## config.mk

```make
export PLATFORM = sky130hd
export DESIGN_NAME = neighbor_id_unpacker
export DESIGN_NICKNAME = d
export VERILOG_FILES = /design/src/rtl/neighbor_id_unpacker.sv
export SDC_FILE = /design/constraint.sdc
export NUM_CORES = 1
export LEC_CHECK = 0
export CAP_MARGIN = 20
export CORE_MARGIN = 8
export CORE_UTILIZATION = 45
export DETAILED_ROUTE_END_ITERATION = 10
export PLACE_DENSITY = 0.6
export SYNTH_ARGS = -nofsm -noshare
export SYNTH_HDL_FRONTEND = slang
export SYNTH_SLANG_ARGS = --single-unit
```

## constraint.sdc

```tcl
create_clock -name clk -period 32.6 [get_ports clk]
set_input_delay 9.78 -clock clk [delete_from_list [all_inputs] [get_ports clk]]
set_output_delay 9.78 -clock clk [all_outputs]
set_load 0.01 [all_outputs]
```

## src/rtl/neighbor_id_unpacker.sv

```systemverilog
// neighbor_id_unpacker: buffers packed neighbor words and emits one neighbor ID per handshake; 2-cycle write-to-valid latency.
// full is a registered almost-full with SKID words of headroom; NEIGHBOR_UNPACK_STATS_EN adds saturating word/id/drop counters.

module nbr_word_fifo #(
  parameter int DW    = 8,
  parameter int DEPTH = 8,
  parameter int CW    = 4
) (
  input  logic          clk,
  input  logic          reset,
  input  logic          wr_en,
  input  logic [DW-1:0] wr_dat,
  input  logic          rd_en,
  output logic [DW-1:0] rd_dat,
  output logic [CW-1:0] count
);
  localparam int AW = $clog2(DEPTH);

  logic [DW-1:0] mem [DEPTH];
  logic [AW-1:0] wr_ptr;
  logic [AW-1:0] rd_ptr;

  // Storage is not reset; pointers and count define what is valid.
  always_ff @(posedge clk) begin
    if (wr_en) mem[wr_ptr] <= wr_dat;
  end

  always_ff @(posedge clk) begin
    if (reset) begin
      wr_ptr <= '0;
      rd_ptr <= '0;
      count  <= '0;
    end else begin
      if (wr_en) wr_ptr <= wr_ptr + AW'(1);
      if (rd_en) rd_ptr <= rd_ptr + AW'(1);
      count <= count + CW'(wr_en) - CW'(rd_en);
    end
  end

  assign rd_dat = mem[rd_ptr];
endmodule

module neighbor_id_unpacker #(
  parameter int ID_W         = 10,
  parameter int NBR_PER_WORD = 4,
  parameter int ITER_W       = 2,
  parameter int FIFO_DEPTH   = 8,
  parameter int SKID         = 2
) (
  input  logic                           clk,
  input  logic                           reset,
  input  logic                           in_valid,
  input  logic [ID_W-1:0]                in_node_id,
  input  logic [$clog2(NBR_PER_WORD+1)-1:0] in_nbr_cnt,
  input  logic [NBR_PER_WORD*ID_W-1:0]   in_nbr_ids,
  input  logic                           in_last_word,
  input  logic [ITER_W-1:0]              in_replay_iter,
  output logic                           full,
  output logic                           overflow,
  output logic                           out_valid,
  input  logic                           out_ready,
  output logic [ID_W-1:0]                out_node_id,
  output logic [ID_W-1:0]                out_nbr_id,
  output logic [ITER_W-1:0]              out_replay_iter,
  output logic                           out_last
`ifdef NEIGHBOR_UNPACK_STATS_EN
  ,
  output logic [15:0]                    stat_words,
  output logic [15:0]                    stat_ids,
  output logic [7:0]                     stat_drops
`endif
);
  localparam int CNT_W = $clog2(NBR_PER_WORD+1);
  localparam int OCC_W = $clog2(FIFO_DEPTH+1);

  typedef struct packed {
    logic [ID_W-1:0]              node_id;
    logic [CNT_W-1:0]             cnt;
    logic [NBR_PER_WORD*ID_W-1:0] ids;
    logic                         last_word;
    logic [ITER_W-1:0]            iter;
  } word_t;

  typedef enum logic {IDLE, UNPACK} state_t;

  state_t           state_q, state_d;
  word_t            word_q, word_d;
  logic [CNT_W-1:0] idx_q, idx_d;
  word_t            in_word;
  word_t            head;
  logic [OCC_W-1:0] occ;
  logic             fifo_empty;
  logic             pop;
  logic             wr_en;
  logic             at_end;
  logic             full_d;
  int               occ_next;

  // Count is clamped on entry so the unpacker only ever sees 0..NBR_PER_WORD.
  always_comb begin
    in_word           = '0;
    in_word.node_id   = in_node_id;
    in_word.cnt       = (in_nbr_cnt > CNT_W'(NBR_PER_WORD)) ? CNT_W'(NBR_PER_WORD) : in_nbr_cnt;
    in_word.ids       = in_nbr_ids;
    in_word.last_word = in_last_word;
    in_word.iter      = in_replay_iter;
  end

  // A pop in the same cycle frees a slot, so a write into a full FIFO still lands.
  assign wr_en = in_valid && ((occ < OCC_W'(FIFO_DEPTH)) || pop);

  nbr_word_fifo #(
    .DW    ($bits(word_t)),
    .DEPTH (FIFO_DEPTH),
    .CW    (OCC_W)
  ) u_fifo (
    .clk    (clk),
    .reset  (reset),
    .wr_en  (wr_en),
    .wr_dat (in_word),
    .rd_en  (pop),
    .rd_dat (head),
    .count  (occ)
  );

  assign fifo_empty = (occ == '0);
  assign at_end     = (idx_q == word_q.cnt - CNT_W'(1));

  always_comb begin
    state_d = state_q;
    word_d  = word_q;
    idx_d   = idx_q;
    pop     = 1'b0;
    case (state_q)
      IDLE: begin
        if (!fifo_empty) begin
          pop = 1'b1;
          // Zero-count words are consumed here and never reach the output.
          if (head.cnt != '0) begin
            word_d  = head;
            idx_d   = '0;
            state_d = UNPACK;
          end
        end
      end
      UNPACK: begin
        if (out_ready) begin
          if (!at_end) begin
            idx_d = idx_q + CNT_W'(1);
          end else if (!fifo_empty) begin
            pop = 1'b1;
            if (head.cnt != '0) begin
              word_d = head;
              idx_d  = '0;
            end else begin
              state_d = IDLE;
            end
          end else begin
            state_d = IDLE;
          end
        end
      end
      default: state_d = IDLE;
    endcase
  end

  always_comb begin
    occ_next = int'(occ) + int'(wr_en) - int'(pop);
    full_d   = (occ_next >= (FIFO_DEPTH - SKID));
  end

  always_ff @(posedge clk) begin
    if (reset) begin
      state_q  <= IDLE;
      word_q   <= '0;
      idx_q    <= '0;
      full     <= 1'b0;
      overflow <= 1'b0;
    end else begin
      state_q  <= state_d;
      word_q   <= word_d;
      idx_q    <= idx_d;
      full     <= full_d;
      overflow <= overflow | (in_valid & ~wr_en);
    end
  end

  assign out_valid       = (state_q == UNPACK);
  assign out_node_id     = word_q.node_id;
  assign out_nbr_id      = word_q.ids[idx_q*ID_W +: ID_W];
  assign out_replay_iter = word_q.iter;
  assign out_last        = word_q.last_word & at_end & (state_q == UNPACK);

`ifdef NEIGHBOR_UNPACK_STATS_EN
  always_ff @(posedge clk) begin
    if (reset) begin
      stat_words <= '0;
      stat_ids   <= '0;
      stat_drops <= '0;
    end else begin
      if (wr_en && (stat_words != '1)) stat_words <= stat_words + 16'd1;
      if (out_valid && out_ready && (stat_ids != '1)) stat_ids <= stat_ids + 16'd1;
      if (in_valid && !wr_en && (stat_drops != '1)) stat_drops <= stat_drops + 8'd1;
    end
  end
`endif
endmodule
```

Yosys cells after proc, flatten, opt, wreduce, memory -nomap -nowiden

Memory sizes are Yosys's and may differ from the RTL's. A register that Yosys moved wholly into a read port is not among the register bits.
Cells that the tools add are included.

Add/subtract/negate cells: 8
$mul: 1
$lt $le $gt $ge: 3
Eq/ne operators: 3
Shifts and indexed selects: 1
Multiplexer cells: 24
Bitwise gates (word level): 6
Reduce and logical (&&, ||, !) cells: 5

Operator list:

| kind                                                                                | count |
|---|---|
| 56-bit 2-to-1 mux                                                                   | 4 |
| 56-bit one-hot mux with 2 select lines                                              | 1 |
| 40-bit by 8-bit variable part select with 10-bit output                             | 1 |
| 3-bit 2-to-1 mux                                                                    | 7 |
| 3-bit by 1-bit adder with 3-bit output, second input constant                       | 3 |
| 1-bit 2-to-1 mux                                                                    | 9 |
| 6-bit by 4-bit greater-or-equal comparator with 1-bit output, second input constant | 1 |
| 3-bit by 3-bit multiplier with 6-bit output, second input constant                  | 1 |
| 3-bit one-hot mux with 2 select lines                                               | 1 |
| 5-bit by 1-bit subtractor with 6-bit output                                         | 1 |
| 4-bit by 1-bit adder with 5-bit output                                              | 1 |
| 4-bit by 1-bit adder with 4-bit output                                              | 1 |
| 4-bit zero test                                                                     | 1 |
| 4-bit < comparator, second input constant                                           | 1 |
| 1-bit one-hot mux with 2 select lines                                               | 2 |
| 4-bit by 1-bit subtractor with 4-bit output                                         | 1 |
| 1-bit bitwise AND                                                                   | 3 |
| 3-bit equality test                                                                 | 1 |
| 3-bit > comparator, second input constant                                           | 1 |
| 3-bit nonzero test                                                                  | 1 |
| 3-bit by 1-bit subtractor with 3-bit output, second input constant                  | 1 |
| 2-bit by 1-bit inequality test with 1-bit output, second input constant             | 1 |
| 2-bit inequality test, second input constant                                        | 1 |
| 1-bit inverter                                                                      | 2 |
| other kinds (4)                                                                     | 4 |

Flip-flop bits (word level): 72
RAM bits: 448
Bits of input ports: 60
Output and inout port bits: 26
Logic and storage cells: 64
Memories kept: 1

Memory list:

| name       | words | width | rd ports | clocked after memory_dff | write ports | line | RTL |
|---|---|---|---|---|---|---|---|
| u_fifo.mem | 8     | 56    | 1        | 1                        | 1           | 19   | `logic [DW-1:0] mem [DEPTH];` |

Longest topological paths before layout

Depth after elaboration: 10
Gate-level depth with buffers: 17
Depth with buffers taken out: 17

Hierarchy

From an unflattened synthesis, not the netlist that was laid out.

Cells, all modules: 1087
Area, all modules: 20631.0 µm²

By module, submodules not included:

| module               | instances | cells an instance | area an instance (µm²) | seq. area each (µm²) |
|---|---|---|---|---|
| nbr_word_fifo        | 1         | 712               | 17381.7                | 13713.2 |
| neighbor_id_unpacker | 1         | 375               | 3249.4                 | 1241.2 |

Worst setup path after synthesis

OpenSTA, ideal clock, no wires.

Path type: in2reg
Start point: input out_ready
End point: memory u_fifo.mem[1][0] in the netlist's numbering (enable)
Setup time: 0.628 ns
Arrival: 16.588 ns
Required time: 31.972 ns
Slack: 15.384 ns
Stages: 6
Path buffers: 0
Cell sequence: inv_1 > o41a_1 > o21ai_0 > and2_1 > inv_1 > nor4b_1

Cells in the longest elaborated chain, start to end: 6

Ends and longest elaborated chain:

| element                                | line | RTL |
|---|---|---|
| start: declaration                     | 61   | `input logic out_ready,` |
| 1-bit 2-to-1 mux                       | 147  | `if (out_ready) begin` |
| 1-bit one-hot mux with 2 select lines  | 134  | `case (state_q)` |
| 1-bit logical OR                       | 110  | `assign wr_en = in_valid && ((occ < OCC_W'(FIFO_DEPTH)) \|\| pop);` |
| 1-bit logical AND                      | 110  |  |
| 1-bit 2-to-1 mux                       | 25   | `if (wr_en) mem[wr_ptr] <= wr_dat;` |
| 1-bit 2-to-1 mux (not written as such) | 25   |  |
| end: declaration                       | 19   |  |

Every way passes these cells.

Worst setup path after layout

Start point: register idx_q[2]
End point: output out_last

Cells in the longest elaborated chain, start to end: 3

Ends and longest elaborated chain:

| element                        | line | RTL |
|---|---|---|
| start: declaration             | 88   | `logic [CNT_W-1:0] idx_q, idx_d;` |
| start signal: assignment       | 182  | `idx_q <= idx_d;` |
| 3-bit equality test            | 127  | `assign at_end = (idx_q == word_q.cnt - CNT_W'(1));` |
| 1-bit bitwise AND (2 in a row) | 192  | `assign out_last = word_q.last_word & at_end & (state_q == UNPACK);` |
| end: declaration               | 65   | `output logic out_last` |

Every way passes these cells.

==> metrics.txt <==
Distinct cells, synth=41; Netlist Area Pre-Place=a little over 20000 um2; maximum clock path buffer count=3; Worst Hold Class=flip-flop to flip-flop; WL/cell=roughly 24 um; asr flop ratio synth=0%; Avg Cell Area, Syn=20.3 um2; Seq pwr share=44.1%; Die Span Y=roughly 230 um; pin count of the biggest net entering global routing=between 80 and 90; DRC violations left=0; syn nets=between 1000 and 1500; logic gate share of total power=23.4%; top-area cell type share of the netlist area=66.8%; post-route ant nets=0; routed via count=9319; # rows=77; initial drt markers=around 830; Seq/Total Area, Yosys=~74%; Yosys top cell by area=edfxtp_1; Tcrit/Tclk final=approximately two fifths; Die W=between 200 and 250 um; Worst Path Required=around 23 ns; Yosys reg bits=roughly 520; layout cell share with drive strength beyond 1=24.0%; Setup WS post-layout=between 15 and 20 ns; beginning of the critical path=idx_q[2]$_SDFFE_PP0P_; maximum VDD drop=just over 0.00006 V; Resized cells post-CTS=0; Pleak=about 7.3 nW; post-layout net count=about 1200; Core Box Area=~44000 um2; Root Driver=clkbuf_16; H-tree depth=2; DIE AREA=~52000 um2; HPWL after DPL=approximately 23000 um; maximum clock frequency=around 78 MHz; hold_buf cts=0; final setup fails=0; gp weighted congestion=~0.73; sw power=529 uW; first-pass GRT wire length=~62000 um; final hold vios=0; CTS tree=yes; Ys Warns=0; worst-path fanout max=13; initial antenna violation count=1; dpl ws=roughly 19 ns; setup_tns=0 ns; P per Cell Area=between 80 and 90 nW/um2; vias per cell=about 5.4; Worst EP arrival=slightly above 3 ns; Starting Density=a little under half; hold path startpoint=word_q[44]$_SDFFE_PP0P_; gr usage total=between 10% and 20%; Post-synth EDFFs=~450; Pins Over Slew Limit=0; Max Cap Violations=0; RSZ-0062 raised after global routing=false; CTS Sinks=523; crit end category=output pin; Post-Route WL=just over 40000 um; Clock Latency Late Sink=0.59 ns; Sw Ratio=27.7%; Area Growth Syn to Fin=16.3%; setup bufs post-CTS=0; clock power share=approximately 33%; outcome=completed; number of global-route vias before repair=between 9000 and 10000; clock-pin slew on the worst setup and hold paths=roughly 0.070 ns; num ports=86; P_int=1.38 mW; crit path launch type=flip-flop; crit path time final=12.87 ns; worst clock skew=0.0190 ns; Synth area leaders=edfxtp_1 67%, mux4_2 14%, dfxtp_1 7.5%; DRT Pass-1 Iters=4; slew margin rel.=between 30% and 40%; Synth Instances=994; Port Buf Inserts=85; worst slew pin tran=0.978 ns; CTS buffer count=53; total gr overflow=0; Post-synth top flop=edfxtp_1; type of the worst setup path=flip-flop to output pin
-- synth_stat cells, types with 2 or more instances --
library cell  count
mux2i_1          59
buf_4            16
nand3_1           4
xnor2_1           3
nand2_1           8
and3_1            2
a211oi_1         26
and2_1            3
a21oi_1           4
ha_1             11
mux4_2          122
buf_2            19
dfxtp_1          75
clkbuf_1         25
edfxtp_1        448
a211oi_2         30
nor3_1            4
nor2b_1          15
inv_1            14
buf_1             8
mux2_2            2
a31oi_1           2
nor2_1           72
xor2_1            5
-- worst paths after layout --
check	cells past startpoint	end	slack (ns)
max reg2reg	8	word_q[11]$_SDFFE_PP0P_	28.28
min reg2reg	2	word_q[44]$_SDFFE_PP0P_	0.47
max	4	out_last	19.73
min	2	word_q[44]$_SDFFE_PP0P_	0.47
-- cells by family after synthesis --
| family | synth area share [%] |
|---|---|
| simple gates | 2.48 |
| flops | 74.2 |
| compound gates | 3.45 |
| fa+ha+maj | 0.782 |
| mux | 16.7 |
| xor+xnor | 0.466 |
| buf+inv | 1.94 |
-- power groups by stage --
stage	Combinational, mW	Clock (mW)	Sequential [mW]
floorplan	0.356	0	0.831
detailed placement	0.454	0	0.861
global placement	0.449	0	0.858
CTS	0.456	0.636	0.847
finish	0.447	0.622	0.844
global route	0.487	0.662	0.854
-- final cells by class --
class,count,area (um2)
multi-input cells,389,4870
fillers,3451,20800
well taps,592,741
diodes,1,2.50
flip-flops and latches,523,15000
clock buffers,69,1450
inverters,14,52.6
repair buffers,107,1010
clock inverters,30,355
-- placed cells by master, fill, tap and decap left out, drive strengths merged, types with 2 or more instances in the layout --
master,instances
a211oi,56
a21oi,4
a31oi,2
and2,3
and3,2
buf,23
bufinv,8
clkbuf,69
clkdlybuf4s50,84
clkinv,18
clkinvlp,2
dfxtp,75
edfxtp,448
ha,11
inv,16
mux2,2
mux2i,59
mux4,122
nand2,8
nand3,4
nor2,72
nor2b,15
nor3,4
xnor2,3
xor2,5
-- flip-flops by register name (all words and copies together) (netlist names), 2 cells and up, named ones only --
register,flops
u_fifo.mem,448
out_replay_iter,2
u_fifo.wr_ptr,3
u_fifo.rd_ptr,3
idx_q,3
word_q,44
out_node_id,10
u_fifo.count,4
-- critical path: stages (launching register included) --
cell and delay, ns:
dfxtp_1 0.62, xor3_1 0.55, or3_1 0.52, nor2_1 0.24, clkdlybuf4s50_1 0.58
-- metrics by stage --
stage	std cells	hold slack [ns]	power [mW]	area [um2]	utilization (%)
after floorplan	994	0.440	1.19	20200	-
after global placement	1625	0.458	1.31	21600	48.9
after detailed placement	1625	0.463	1.31	21600	48.9
after CTS	1724	0.475	1.94	23400	53.0
after global routing	1724	0.495	2.00	23400	53.0
final	1725	0.475	1.91	23400	53.0
-- metal layers --
layer,part of all wire [%],up-vias,global-route usage (%)
li1,-,4220,-
met1,46,4870,22.5
met2,48,162,25.6
met3,4.1,65,2.78
met4,2.3,2,5.09
met5,0.032,-,0
(Power assumes the default switching activity.)
